===== src/rtl/delete0_if.sv =====
// rtl/delete0_if.sv - serial bit input and frame RAM write port for the zero-deletion receiver
interface delete0_if #(
    parameter int ADDR_W = 9
);
    logic              bit_in;
    logic              bit_valid;
    logic              ram_wren;
    logic [ADDR_W-1:0] ram_waddr;
    logic [7:0]        ram_wdata;

    modport master (
        output bit_in, bit_valid,
        input  ram_wren, ram_waddr, ram_wdata
    );

    modport slave (
        input  bit_in, bit_valid,
        output ram_wren, ram_waddr, ram_wdata
    );
endinterface


===== src/rtl/delete0.sv =====
// rtl/delete0.sv - HDLC receive: flag hunt, zero deletion, abort detect, byte assembly into frame RAM
module delete0 #(
    parameter int ADDR_W    = 9,
    parameter int MAX_BYTES = 511
) (
    input  logic            clk,
    input  logic            rst_n,
    input  logic            inr,
    delete0_if.slave        bus,
    output logic            frame_done,
    output logic [ADDR_W:0] frame_len,
    output logic            abort_err,
    output logic            align_err,
    output logic            ovf_err,
    output logic            in_frame
);
    typedef enum logic {HUNT, DATA} state_t;

    localparam logic [ADDR_W:0] MAX_CNT = MAX_BYTES[ADDR_W:0];

    state_t            state, state_nx;
    logic [7:0]        raw_sr, raw_nx, raw_shift;
    logic [2:0]        ones_cnt, ones_nx;
    logic [2:0]        dly_cnt, dly_nx;
    logic [6:0]        dly_sr, dly_sr_nx;
    logic [2:0]        bit_cnt, bit_nx;
    logic [7:0]        byte_sr, byte_sr_nx;
    logic [ADDR_W:0]   byte_cnt, byte_cnt_nx;
    logic              wren_nx;
    logic [ADDR_W-1:0] waddr_nx;
    logic [7:0]        wdata_nx;
    logic              done_nx, abort_nx, align_nx, ovf_nx;
    logic [ADDR_W:0]   len_nx;
    logic              push;

    assign raw_shift = {bus.bit_in, raw_sr[7:1]};
    assign in_frame  = (state == DATA);

    always_comb begin
        state_nx    = state;
        raw_nx      = raw_sr;
        ones_nx     = ones_cnt;
        dly_nx      = dly_cnt;
        dly_sr_nx   = dly_sr;
        bit_nx      = bit_cnt;
        byte_sr_nx  = byte_sr;
        byte_cnt_nx = byte_cnt;
        wren_nx     = 1'b0;
        waddr_nx    = bus.ram_waddr;
        wdata_nx    = bus.ram_wdata;
        done_nx     = 1'b0;
        len_nx      = frame_len;
        abort_nx    = 1'b0;
        align_nx    = 1'b0;
        ovf_nx      = 1'b0;
        push        = 1'b0;

        if (bus.bit_valid) begin
            raw_nx = raw_shift;
            case (state)
                HUNT: begin
                    if (raw_shift == 8'h7E) begin
                        state_nx    = DATA;
                        ones_nx     = 3'd0;
                        dly_nx      = 3'd0;
                        bit_nx      = 3'd0;
                        byte_cnt_nx = '0;
                    end
                end
                DATA: begin
                    if (bus.bit_in) begin
                        if (ones_cnt >= 3'd6) begin
                            abort_nx = 1'b1;
                            state_nx = HUNT;
                        end else begin
                            ones_nx = ones_cnt + 3'd1;
                            push    = 1'b1;
                        end
                    end else if (ones_cnt == 3'd5) begin
                        ones_nx = 3'd0;
                    end else if (ones_cnt == 3'd6) begin
                        // Closing flag: its 0111111 prefix is still in the delay and is dropped.
                        ones_nx     = 3'd0;
                        dly_nx      = 3'd0;
                        bit_nx      = 3'd0;
                        byte_cnt_nx = '0;
                        if (bit_cnt != 3'd0) begin
                            align_nx = 1'b1;
                        end else if (byte_cnt != '0) begin
                            done_nx = 1'b1;
                            len_nx  = byte_cnt;
                        end
                    end else begin
                        ones_nx = 3'd0;
                        push    = 1'b1;
                    end
                end
                default: state_nx = HUNT;
            endcase

            if (push) begin
                dly_sr_nx = {bus.bit_in, dly_sr[6:1]};
                if (dly_cnt == 3'd7) begin
                    byte_sr_nx = {dly_sr[0], byte_sr[7:1]};
                    bit_nx     = bit_cnt + 3'd1;
                    if (bit_cnt == 3'd7) begin
                        if (byte_cnt == MAX_CNT) begin
                            ovf_nx   = 1'b1;
                            state_nx = HUNT;
                        end else begin
                            wren_nx     = 1'b1;
                            waddr_nx    = byte_cnt[ADDR_W-1:0];
                            wdata_nx    = byte_sr_nx;
                            byte_cnt_nx = byte_cnt + 1'b1;
                        end
                    end
                end else begin
                    dly_nx = dly_cnt + 3'd1;
                end
            end
        end
    end

    always_ff @(posedge clk) begin
        if (!rst_n || inr) begin
            state         <= HUNT;
            raw_sr        <= '0;
            ones_cnt      <= '0;
            dly_cnt       <= '0;
            dly_sr        <= '0;
            bit_cnt       <= '0;
            byte_sr       <= '0;
            byte_cnt      <= '0;
            bus.ram_wren  <= 1'b0;
            bus.ram_waddr <= '0;
            bus.ram_wdata <= '0;
            frame_done    <= 1'b0;
            frame_len     <= '0;
            abort_err     <= 1'b0;
            align_err     <= 1'b0;
            ovf_err       <= 1'b0;
        end else begin
            state         <= state_nx;
            raw_sr        <= raw_nx;
            ones_cnt      <= ones_nx;
            dly_cnt       <= dly_nx;
            dly_sr        <= dly_sr_nx;
            bit_cnt       <= bit_nx;
            byte_sr       <= byte_sr_nx;
            byte_cnt      <= byte_cnt_nx;
            bus.ram_wren  <= wren_nx;
            bus.ram_waddr <= waddr_nx;
            bus.ram_wdata <= wdata_nx;
            frame_done    <= done_nx;
            frame_len     <= len_nx;
            abort_err     <= abort_nx;
            align_err     <= align_nx;
            ovf_err       <= ovf_nx;
        end
    end
endmodule


===== src/flat_wrapper.sv =====
// flat-port wrapper written by rule: the top's interface ports become plain ports
module delete0_flat 
#(
    parameter int ADDR_W    = 9,
    parameter int MAX_BYTES = 511
)
  (clk, rst_n, inr, frame_done, frame_len, abort_err, align_err, ovf_err, in_frame, bus_bit_in, bus_bit_valid, bus_ram_wren, bus_ram_waddr, bus_ram_wdata);
  delete0_if #(.ADDR_W(ADDR_W)) bus_i ();
  input  logic clk;
  input  logic rst_n;
  input  logic inr;
  output logic frame_done;
  output logic [ADDR_W:0] frame_len;
  output logic abort_err;
  output logic align_err;
  output logic ovf_err;
  output logic in_frame;
  input wire logic [$bits(bus_i.bit_in)-1:0] bus_bit_in;
  input wire logic [$bits(bus_i.bit_valid)-1:0] bus_bit_valid;
  output wire logic [$bits(bus_i.ram_wren)-1:0] bus_ram_wren;
  output wire logic [$bits(bus_i.ram_waddr)-1:0] bus_ram_waddr;
  output wire logic [$bits(bus_i.ram_wdata)-1:0] bus_ram_wdata;
  assign bus_i.bit_in = bus_bit_in;
  assign bus_i.bit_valid = bus_bit_valid;
  assign bus_ram_wren = bus_i.ram_wren;
  assign bus_ram_waddr = bus_i.ram_waddr;
  assign bus_ram_wdata = bus_i.ram_wdata;
  delete0 #(.ADDR_W(ADDR_W), .MAX_BYTES(MAX_BYTES)) u_core (.clk(clk), .rst_n(rst_n), .inr(inr), .bus(bus_i), .frame_done(frame_done), .frame_len(frame_len), .abort_err(abort_err), .align_err(align_err), .ovf_err(ovf_err), .in_frame(in_frame));
endmodule

===== config.mk =====
export PLATFORM = sky130hd
export DESIGN_NAME = delete0_flat
export DESIGN_NICKNAME = d
export VERILOG_FILES = /design/src/rtl/delete0_if.sv /design/src/rtl/delete0.sv /design/src/flat_wrapper.sv
export SDC_FILE = /design/constraint.sdc
export NUM_CORES = 1
export LEC_CHECK = 0
export ABC_AREA = 1
export BUFFER_PORTS_ARGS = -buffer_cell sky130_fd_sc_hd__buf_4
export CAP_MARGIN = 10
export CORE_ASPECT_RATIO = 1.1
export CORE_UTILIZATION = 30
export DETAILED_ROUTE_END_ITERATION = 6
export PLACE_DENSITY = 0.43
export RECOVER_POWER = 25
export SLEW_MARGIN = 20
export SYNTH_ARGS = -nofsm -noshare
export SYNTH_HDL_FRONTEND = slang
export SYNTH_SLANG_ARGS = --single-unit

===== constraint.sdc =====
create_clock -name clk -period 4.75 [get_ports clk]
set_input_delay 0.95 -clock clk [delete_from_list [all_inputs] [get_ports clk]]
set_output_delay 0.95 -clock clk [all_outputs]
set_load 0.05 [all_outputs]

======== After elaboration in Yosys (flattened, before gate mapping) ========
Cells that the tools add are included.
storage, ports and cells
  register bits after elaboration ......... 75
  latch bits .............................. 0
  RAM bits ................................ 0
  bits in read-only memories .............. 0
  input port bits ......................... 5
  logic and storage cells ................. 97
  memories kept ........................... 0
cells by class
  add/sub/neg operators ................... 4
  multiply operators ...................... 0
  divide/modulo/power cells ............... 0
  $lt $le $gt $ge ......................... 1
  equal/unequal tests ..................... 8
  shift operators ......................... 0
  mux-type cells .......................... 45
  bitwise operators ....................... 10
  reduce and logical (&&, ||, !) cells .... 13
operators by type and width
  kind                     number
  $mux W10                 8
  $mux W3                  15
  $pmux W10 S2             1
  $pmux W3 S2              3
  $mux W1                  17
  $eq A3 B3 Y1 const B     4
  $add A10 B1 Y10 const B  1
  $eq A10 B9 Y1 const B    1
  $not A1 Y1               10
  $reduce_bool A10 Y1      1
  $add A3 B1 Y3 const B    3
  $eq A8 B7 Y1 const B     1
  $reduce_and A7 Y1        1
  $reduce_or A7 Y1         1
  $reduce_and A3 Y1        2
  $reduce_or A6 Y1         1
  $reduce_and A5 Y1        1
  $reduce_or A5 Y1         1
  $reduce_or A4 Y1         1
  $ge A3 B3 Y1 const B     1
  $ne A3 B3 Y1 const B     1
  $reduce_bool A3 Y1       1
  $ne A2 B1 Y1 const B     1
  $pmux W1 S2              1
  3 further kinds          3

======== Logic depth before layout (Yosys ltp) ========
Gate-level depths: netlist of the first run.
  depth in word-level cells ............... 9
  depth in mapped cells ................... 12
  depth with buffers taken out ............ 12

======== Worst setup path after synthesis of the first run ========
No wires, ideal clock.
  kind .................................... input-to-reg
  start point ............................. in rst_n
  end point ............................... reg u_core.bus.ram_waddr[5]
  arrival ................................. 1.784 ns
  required time ........................... 4.686 ns
  slack ................................... 2.901 ns
  stages on the path ...................... 6
  path buffers ............................ 2
  cell sequence ........................... inv_1 nor2_2 clkbuf_1 clkbuf_1 nand2_1 nor2_1
between the ends
  cells in the longest elaborated chain, start to end .. 2
RTL lines
  item                  line                source
  from (decl)           flat_wrapper.sv:10  input logic rst_n;
  $logic_not A1 Y1      delete0.sv:125      if (!rst_n || inr) begin
  $logic_or A1 B1 Y1    delete0.sv:125
  to (signal assigned)  delete0.sv:152      bus.ram_waddr <= waddr_nx;
  to (decl)             delete0_if.sv:18    output ram_wren, ram_waddr, ram_wdata
No other way between the ends.
A chain may end at the register's enable or synchronous reset.

======== Worst setup path in the final report of the first run ========
  start point ............................. in bus_bit_in
  end point ............................... reg u_core.bus.ram_waddr[1]
between the ends
  cells in the longest elaborated chain, start to end .. 4
RTL lines
  item                         line                source
  from (decl)                  flat_wrapper.sv:18  input wire logic [$bits(bus_i.bit_in)-1:0] bus_bit_in;
  $mux W1                      delete0.sv:71       if (bus.bit_in) begin
  $mux W1                      delete0.sv:60       case (state)
  $mux W1                      delete0.sv:58       if (bus.bit_valid) begin
  $reduce_and A5 Y1 (no line)  --
No other way between the ends. The select of a mux whose other input is x is not followed.

==> impl_metrics.json, run 1 <==
{
  "outcome": "completed",
  "ys_ff_latch": 73,
  "worstSetupStartpointType": "input pin",
  "slew_violations": 0,
  "worstPathRequired_ps": 5020,
  "finalSetupTns_ps": 0,
  "rsz0062_at_grt": "no",
  "gp_congestion": 0.8186,
  "endpoint_kind": "flop",
  "crit_arrival_ps": 2760,
  "tightest_slew_ps": 838.3,
  "seqCellArea_um2": 1461,
  "syn-cell-area_um2": 3497,
  "synth_ff_type": "dfxtp_1",
  "io_pins": 38,
  "drt-total-wl_um": 8881,
  "cts_buffer_depth": 2,
  "synth_edf_count": 0,
  "dp_hpwl_um": 6091,
  "power_frac_clock_pct": 52.8,
  "synth.avg_cell_area_um2": 6.844,
  "hold_path_class": "reg2reg",
  "root_buffer": "clkbuf_16",
  "route.antenna.remaining_nets": 0,
  "cts_tree": "done",
  "die_y_um": 115.2,
  "via_per_inst": 4.634,
  "clock_latency_ps": 340,
  "die_x_um": 104.9,
  "port_buffers": 37,
  "sw_frac_of_total_pct": 20.57,
  "cts.sink_count": 73,
  "p_sw_mw": 0.2793,
  "clkTransAtPathRegs_ps": 60,
  "max_freq_ghz": 0.4025,
  "grt_pass1_vias": 3020,
  "antenna_found_initial": 0,
  "fin_nets": 555,
  "drtIter0Drc": 135,
  "power_leakage_nw": 1.758,
  "num_rows": 40,
  "ys_seq_area_share_pct": 41.79,
  "crit_fanout": 12,
  "instances_no_fill": 692,
  "grt_pass1_wl_um": 14860,
  "ys_types": 29,
  "yosys-top-cells-count": "nand2_1 (124), nor2_1 (92), dfxtp_1 (73)",
  "design.core.area_um2": 11110,
  "final.period_utilization_pct": 52.31,
  "place_inst": 676,
  "p_seq_share_pct": 45.2,
  "firstDrtPassIters": 4,
  "combPwrFrac_pct": 2.0,
  "wire_per_inst_um": 12.83,
  "synthToLayoutAreaGrowth_pct": 16.46,
  "power_density_nw_per_um2": 333.4,
  "ir_worst_vdd_uv": 129.9,
  "yosys.cell_count.top_type": "nand2_1",
  "vias": 3207,
  "synth_nets": 526,
  "multi_input_area_um2": 1683,
  "num-fill-cells": 1237,
  "yosysWarnings": 0,
  "critical_path_class": "in2reg",
  "ys_async_sr_fraction_pct": 0,
  "gr-total-overflow": 0,
  "grt_max_degree": 41,
  "yosysTopAreaCell": "dfxtp_1",
  "slew_headroom_pct": 44.06,
  "drive_above_1_share_pct": 8.440,
  "min_period_ps": 2485,
  "setup_viol": 0,
  "hold_violations": 0,
  "p_int_mw": 1.079,
  "initial_core_util_pct": 31.48,
  "cts_resized": 0,
  "cts_buffers": 9,
  "antenna_cells": 0,
  "die_area_um2": 12090,
  "post_cts_buffers": 0,
  "drc": 0,
  "drv_cap": 0,
  "track_usage_pct": 15.82,
  "netlist_instances": 511,
  "htreeDepth": 3,
  "synth_area_leaders": "dfxtp_1 (42%), nand2_1 (13%), nor2_1 (9.9%)",
  "holdBufCountCts": 0,
  "skew_ps": 7.049,
  "yosys.area.top_type_share_pct": 41.79
}
routing by layer:
metal / global-route usage, % / share of wire [%] / vias to the layer above / wire length (um)
met4: 6.761 / 1.9 / 0 / 172
li1: - / - / 1670 / -
met3: 3.741 / 3.5 / 13 / 312
met1: 19.04 / 46 / 1473 / 4092
met5: 0 / 0 / - / 0
met2: 27.11 / 48 / 51 / 4303
worst max-delay path, cell delays in order:
cell     delay, ps
buf_4          150
inv_1           70
nand2_1         50
nand2_1        120
nand4_1        440
nor2_1         780
nor2_1          80
nor2_1         120
metrics by stage:
step           util (%)  setup slack, ps  area [um^2]  hold WS [ps]  power [mW]
2_1_floorplan         -             2901         3497         441.3      0.6449
3_3_place_gp      34.68             1882         3854         456.9      0.6547
3_5_place_dp      34.68             1900         3854         456.7      0.6552
4_1_cts           37.50             2247         4167         466.1       1.377
5_1_grt           36.66             1955         4073         495.6       1.419
6_report          36.66             2265         4073         472.1       1.358
power groups by stage:
stage                     Sequential [mW]  Combinational (mW)  Clock, mW
after floorplan                     0.627              0.0179          0
after global placement              0.627              0.0274          0
after detailed placement            0.627              0.0280          0
after CTS                           0.614              0.0279      0.736
after global routing                0.613              0.0308      0.774
final                               0.614              0.0273      0.717
cell usage in the layout (no fill, tap or decap), types with 9 or more instances in the layout:
master,n
o21ai_0,9
clkbuf_16,9
a21oi_1,22
dfxtp_1,73
nor2_1,92
clkbuf_1,27
buf_4,14
nand4_1,14
nand3_1,50
ha_1,10
inv_1,60
nand2_1,124
flip-flops by register name, indices dropped and copies added (netlist names):
name	count
u_core.bit_cnt	3
u_core.abort_err	1
u_core.frame_done	1
u_core.align_err	1
u_core.raw_sr	7
u_core.bus.ram_wren	1
u_core.in_frame	1
u_core.dly_sr	7
u_core.byte_cnt	10
u_core.frame_len	10
u_core.ones_cnt	3
u_core.bus.ram_waddr	9
u_core.dly_cnt	3
u_core.byte_sr	7
u_core.bus.ram_wdata	8
u_core.ovf_err	1
cell families (layout without fill, tap and decap cells):
group           after synthesis  count (layout)  share of synthesized area, %
simple gates                303             303                         38.03
buf+inv                      83             117                         10.09
flops                        73              73                         41.79
compound gates               41              41                         6.261
fa+ha+maj                    10              10                         3.578
xor+xnor                      1               1                        0.2505
worst paths after layout:
path / start / to / slack, ps / depth (start not counted)
max: bus_bit_in / u_core.bus.ram_waddr[1]$_SDFFE_PP0P_ / 2270 / 8
max reg2reg: u_core.ones_cnt[0]$_SDFFE_PP0P_ / u_core.bus.ram_waddr[1]$_SDFFE_PP0P_ / 2290 / 9
min reg2reg: u_core.dly_sr[6]$_SDFFE_PP0P_ / u_core.dly_sr[6]$_SDFFE_PP0P_ / 470 / 2
min: u_core.dly_sr[6]$_SDFFE_PP0P_ / u_core.dly_sr[6]$_SDFFE_PP0P_ / 470 / 2
area by class of cell:
cell class	count	area share [%]
Multi-Input combinational cell	355	41.32
Sequential cell	73	35.88
Clock buffer	11	5.714
Inverter	62	5.714
Timing Repair Buffer	39	4.885
Tap cell	147	4.516
Clock inverter	5	1.966
Note: power is estimated with default switching activity, not from simulation.
==> run 2: changes to the inputs <==
--- a/config.mk
+++ b/config.mk
@@ -11,7 +11,7 @@
 export CORE_ASPECT_RATIO = 1.1
 export CORE_UTILIZATION = 30
 export DETAILED_ROUTE_END_ITERATION = 6
-export PLACE_DENSITY = 0.43
+export PLACE_DENSITY = 0.45
 export RECOVER_POWER = 25
 export SLEW_MARGIN = 20
 export SYNTH_ARGS = -nofsm -noshare
==> constraint.sdc (replaced) <==
create_clock -name clk -period 2.2 [get_ports clk]
set_input_delay 0.44 -clock clk [delete_from_list [all_inputs] [get_ports clk]]
set_output_delay 0.44 -clock clk [all_outputs]
set_load 0.05 [all_outputs]
==> run 2 against run 1 <==
Effect of this change: core utilization grew 0.70 points; setup slack got worse by 2000 ps; critical path depth is 4 higher; wire length decreased by 2.2%.
==> impl_metrics.json, run 2 (synthesis results as in run 1) <==
{
  "gp_congestion": 0.8114,
  "num-fill-cells": 1223,
  "final.period_utilization_pct": 86.75,
  "initial_core_util_pct": 31.48,
  "design.core.area_um2": 11110,
  "synthToLayoutAreaGrowth_pct": 18.68,
  "clkTransAtPathRegs_ps": 60,
  "grt_max_degree": 40,
  "cts_buffer_depth": 2,
  "placed_area_um2": 3921,
  "grt_pass1_vias": 3066,
  "gr-total-overflow": 0,
  "final_cell_mix": "nand2_1 (124), nor2_1 (91), dfxtp_1 (73), inv_1 (60), nand3_1 (50)",
  "cts_buffers": 9,
  "fin_area_um2": 4150,
  "hold_violations": 0,
  "post_cts_buffers": 0,
  "drt-total-wl_um": 8690,
  "firstDrtPassIters": 4,
  "drive_above_1_share_pct": 10.14,
  "critical_path_class": "reg2reg",
  "route.antenna.remaining_nets": 0,
  "port_buffers": 37,
  "die_y_um": 115.2,
  "drv_cap": 0,
  "whs_path_depth": 3,
  "top_regs": "u_core.byte_cnt: 10 flops, u_core.frame_len: 10 flops, u_core.bus.ram_waddr: 9 flops",
  "vias": 3188,
  "cts.sink_count": 73,
  "p_total_mw": 2.970,
  "tightest_slew_ps": 786.1,
  "fin_nets": 564,
  "drc": 0,
  "multi_input_area_um2": 1690,
  "crit_arrival_ps": 2140,
  "min_period_ps": 1909,
  "power_density_nw_per_um2": 715.5,
  "antenna_found_initial": 0,
  "rsz0062_at_grt": "no",
  "drtIter0Drc": 106,
  "worstPathRequired_ps": 2430,
  "power_leakage_nw": 1.812,
  "htreeDepth": 3,
  "seqCellArea_um2": 1461,
  "via_per_inst": 4.561,
  "cts_tree": "done",
  "outcome": "completed",
  "clock_latency_ps": 340,
  "root_buffer": "clkbuf_16",
  "worstSetupStartpointType": "flop",
  "slew_violations": 0,
  "die_area_um2": 12090,
  "max_freq_ghz": 0.5240,
  "die_x_um": 104.9,
  "ir_worst_vdd_uv": 391.2,
  "finalSetupTns_ps": 0,
  "io_pins": 38,
  "reg2regPathDepth": 12,
  "hold_path_class": "in2reg",
  "wire_per_inst_um": 12.43,
  "setup_viol": 0,
  "antenna_cells": 0,
  "holdWs_ps": 420.8,
  "skew_ps": 6.149,
  "slew_headroom_pct": 47.60,
  "endpoint_kind": "flop",
  "final_common_cell": "nand2_1",
  "crit_fanout": 7,
  "num_rows": 40,
  "grt_pass1_wl_um": 14710,
  "track_usage_pct": 15.67,
  "dp_hpwl_um": 6083
}
-- run 2: cell types whose count changed in the layout (fill, tap and decap cells not counted) --
cell,delta
nor2_4,+1
clkbuf_8,+2
buf_4,+8
clkbuf_2,+1
nor2_1,-1
clkbuf_1,-2
clkinvlp_4,-2
-- run 2: where the power goes --
part / leakage (nW) / switching [mW] / internal [mW] / total [mW]
Sequential: 0.588 / 0.000545 / 1.32 / 1.32
Combinational: 1.07 / 0.0479 / 0.0156 / 0.0635
Clock: 0.157 / 0.542 / 1.04 / 1.58
Total: 1.81 / 0.591 / 2.38 / 2.97
-- run 2: area by class of cell --
cell class | count | area share, %
timing repair buffer | 48 | 6.361
multi-input combinational | 355 | 40.73
sequential | 73 | 35.21
clock inverter | 3 | 1.568
tap | 147 | 4.432
clock buffer | 11 | 6.090
inverter | 62 | 5.607
-- run 2: path summary, 6_finish.rpt --
kind	from	endpoint	slack, ps
setup reg to reg	u_core.ones_cnt[0]$_SDFFE_PP0P_	u_core.byte_cnt[0]$_SDFFE_PP0P_	290
hold reg to reg	u_core.dly_sr[6]$_SDFFE_PP0P_	u_core.dly_sr[6]$_SDFFE_PP0P_	470
setup / recovery	u_core.ones_cnt[0]$_SDFFE_PP0P_	u_core.byte_cnt[0]$_SDFFE_PP0P_	290
hold / removal	bus_bit_in	u_core.dly_sr[6]$_SDFFE_PP0P_	420
-- run 2: metrics by stage --
stage	util [%]	setup slack [ps]	std cells
after floorplan	-	540.2	511
after global placement	35.29	272.4	685
after detailed placement	35.29	149.7	685
after CTS	38.15	137.9	699
after global routing	37.35	48.94	699
final	37.35	291.5	699
-- run 2: what timing repair did --
| action | 4_1_cts | 5_1_grt |
|---|---|---|
| hold buffers | 0 | 0 |
| setup endpoints to repair | 0 | 11 |
| gates resized for setup | 0 | 2 |
| hold endpoints to repair | 0 | 0 |
-- run 2: worst max-delay path: stages, from the launching register on --
cell     delay (ps)
dfxtp_1         400
inv_1            60
ha_1            220
inv_1            70
nand2_1          60
nand2_1         120
nand2_1         120
nor2_4          150
nand3_1         300
nand2_1         140
nand2_1          60
nand2_1          50
inv_1            30
-- run 2: routing by layer --
layer  vias to the layer above  global-route usage [%]  part of all wire, %
li1                       1690                       -                    -
met1                      1430                   18.15                   47
met2                        52                   27.28                   47
met3                        16                   4.252                  4.2
met4                         0                   6.854                  2.2
met5                         -                       0                    0
==> run 3: changes to the inputs <==
--- a/config.mk
+++ b/config.mk
@@ -9,6 +9,7 @@
 export BUFFER_PORTS_ARGS = -buffer_cell sky130_fd_sc_hd__buf_4
 export CAP_MARGIN = 10
 export CORE_ASPECT_RATIO = 1.1
+export CORE_MARGIN = 3
 export CORE_UTILIZATION = 30
 export DETAILED_ROUTE_END_ITERATION = 6
 export PLACE_DENSITY = 0.45
@@ -17,3 +18,4 @@
 export SYNTH_ARGS = -nofsm -noshare
 export SYNTH_HDL_FRONTEND = slang
 export SYNTH_SLANG_ARGS = --single-unit
+export TNS_END_PERCENT = 100
==> run 3 against run 2 <==
Effect of this change: first-iteration DRC count up 29%; sequential power about the same; critical path depth down 1; global-route usage down 0.78 points; total power is 4.1% higher; largest power group unchanged.
==> impl_metrics.json, run 3 (synthesis results as in run 1) <==
{
  "outcome": "completed",
  "power_density_nw_per_um2": 731.7,
  "final_common_cell": "nand2_1",
  "placed_area_um2": 3959,
  "cts_resized": 0,
  "grt_max_degree": 40,
  "multi_input_area_um2": 1675,
  "wire_per_inst_um": 12.70,
  "skew_ps": 8.233,
  "globalRouteMet3Util_pct": 4.282,
  "slew_headroom_pct": 47.14,
  "drt-total-wl_um": 8969,
  "clock_latency_ps": 340,
  "slew_violations": 0,
  "post_cts_buffers": 0,
  "worstSetupStartpointType": "flop",
  "use_met2_pct": 24.46,
  "top_regs": "u_core.byte_cnt: 10 flops, u_core.frame_len: 10 flops, u_core.bus.ram_waddr: 9 flops",
  "synthToLayoutAreaGrowth_pct": 20.82,
  "drtIter0Drc": 137,
  "setup_viol": 0,
  "cts_tree": "done",
  "min_period_ps": 1967,
  "final_cell_mix": "nand2_1 (124), nor2_1 (93), dfxtp_1 (73), inv_1 (61), nand3_1 (50)",
  "top_usage_layer": "met2",
  "gp_congestion": 0.8964,
  "drive_above_1_share_pct": 11.81,
  "fin_area_um2": 4225,
  "antenna_found_initial": 0,
  "num_rows": 40,
  "dp_hpwl_um": 6340,
  "route.antenna.remaining_nets": 0,
  "io_pins": 38,
  "num-fill-cells": 1219,
  "seqCellArea_um2": 1461,
  "max_freq_ghz": 0.5084,
  "gr-total-overflow": 0,
  "drc": 0,
  "tightest_slew_ps": 793.0,
  "die_x_um": 108.9,
  "rsz0062_at_grt": "no",
  "grt_pass1_wl_um": 15140,
  "firstDrtPassIters": 4,
  "endpoint_kind": "flop",
  "holdBufCountCts": 0,
  "cts_buffer_depth": 2,
  "grt_pass1_vias": 3084,
  "via_per_inst": 4.538,
  "drv_cap": 0,
  "final.period_utilization_pct": 89.41,
  "cts.sink_count": 73,
  "track_usage_pct": 14.89,
  "port_buffers": 37,
  "hold_path_class": "in2reg",
  "crit_arrival_ps": 2200,
  "design.core.area_um2": 11160,
  "vias": 3204,
  "cts_buffers": 9,
  "htreeDepth": 3,
  "worstPathRequired_ps": 2430,
  "die_y_um": 119.2,
  "hold_violations": 0,
  "critical_path_class": "reg2reg",
  "antenna_cells": 0,
  "finalSetupTns_ps": 0,
  "die_area_um2": 12990,
  "fin_nets": 569,
  "crit_fanout": 16,
  "clkTransAtPathRegs_ps": 60,
  "initial_core_util_pct": 31.33,
  "ir_worst_vdd_uv": 309.5,
  "root_buffer": "clkbuf_16",
  "power_leakage_nw": 1.873,
  "grt.met1_usage_pct": 18.11
}
## run 3: worst max-delay path: stages, from the launching register on
cell and delay, ps:
dfxtp_1 390, inv_1 70, ha_1 220, inv_1 80, nand2_1 50, nand2_1 120, nand3_2 140, nor2_2 270
buf_4 280, nand4_1 110, nand2_1 80, nor2_1 50
## run 3: final timing paths
| check | startpoint | to | slack, ps | cells past startpoint |
|---|---|---|---|---|
| worst max-delay path | u_core.ones_cnt[0]$_SDFFE_PP0P_ | u_core.bus.ram_waddr[5]$_SDFFE_PP0P_ | 230 | 11 |
| worst min-delay path | bus_bit_in | u_core.dly_sr[6]$_SDFFE_PP0P_ | 440 | 3 |
| worst max register to register | u_core.ones_cnt[0]$_SDFFE_PP0P_ | u_core.bus.ram_waddr[5]$_SDFFE_PP0P_ | 230 | 11 |
| worst min register to register | u_core.dly_sr[6]$_SDFFE_PP0P_ | u_core.dly_sr[6]$_SDFFE_PP0P_ | 460 | 2 |
## run 3: layout make-up
class | count | area share [%]
Clock buffer | 10 | 5.419
Timing Repair Buffer | 53 | 7.758
Sequential cell | 73 | 34.59
Multi-Input combinational cell | 355 | 39.65
Tap cell | 147 | 4.353
Clock inverter | 6 | 2.724
Inverter | 62 | 5.508
## run 3: per-stage QoR
step                utilization (%)  power, mW  setup slack [ps]  hold slack (ps)  instances
global placement              35.47      1.420             240.4            456.4        690
CTS                           38.55      3.147             193.4            428.4        706
finish                        37.86      3.091             233.0            437.0        706
floorplan                         -      1.392             540.2            441.3        511
global route                  37.86      3.203             29.69            440.8        706
detailed placement            35.47      1.420             216.1            459.2        690
## run 3: per-layer routing
layer	up-vias	wire, um
li1	1702	-
met1	1446	4124
met2	45	4360
met3	11	321
met4	0	163
met5	-	0
## run 3: power by group
| part | leakage (nW) | total (mW) | switching [mW] | internal, mW |
|---|---|---|---|---|
| combinational | 1.12 | 0.0628 | 0.0460 | 0.0169 |
| sequential | 0.588 | 1.32 | 0.000521 | 1.32 |
| clock | 0.163 | 1.70 | 0.591 | 1.11 |
| total | 1.87 | 3.09 | 0.637 | 2.45 |
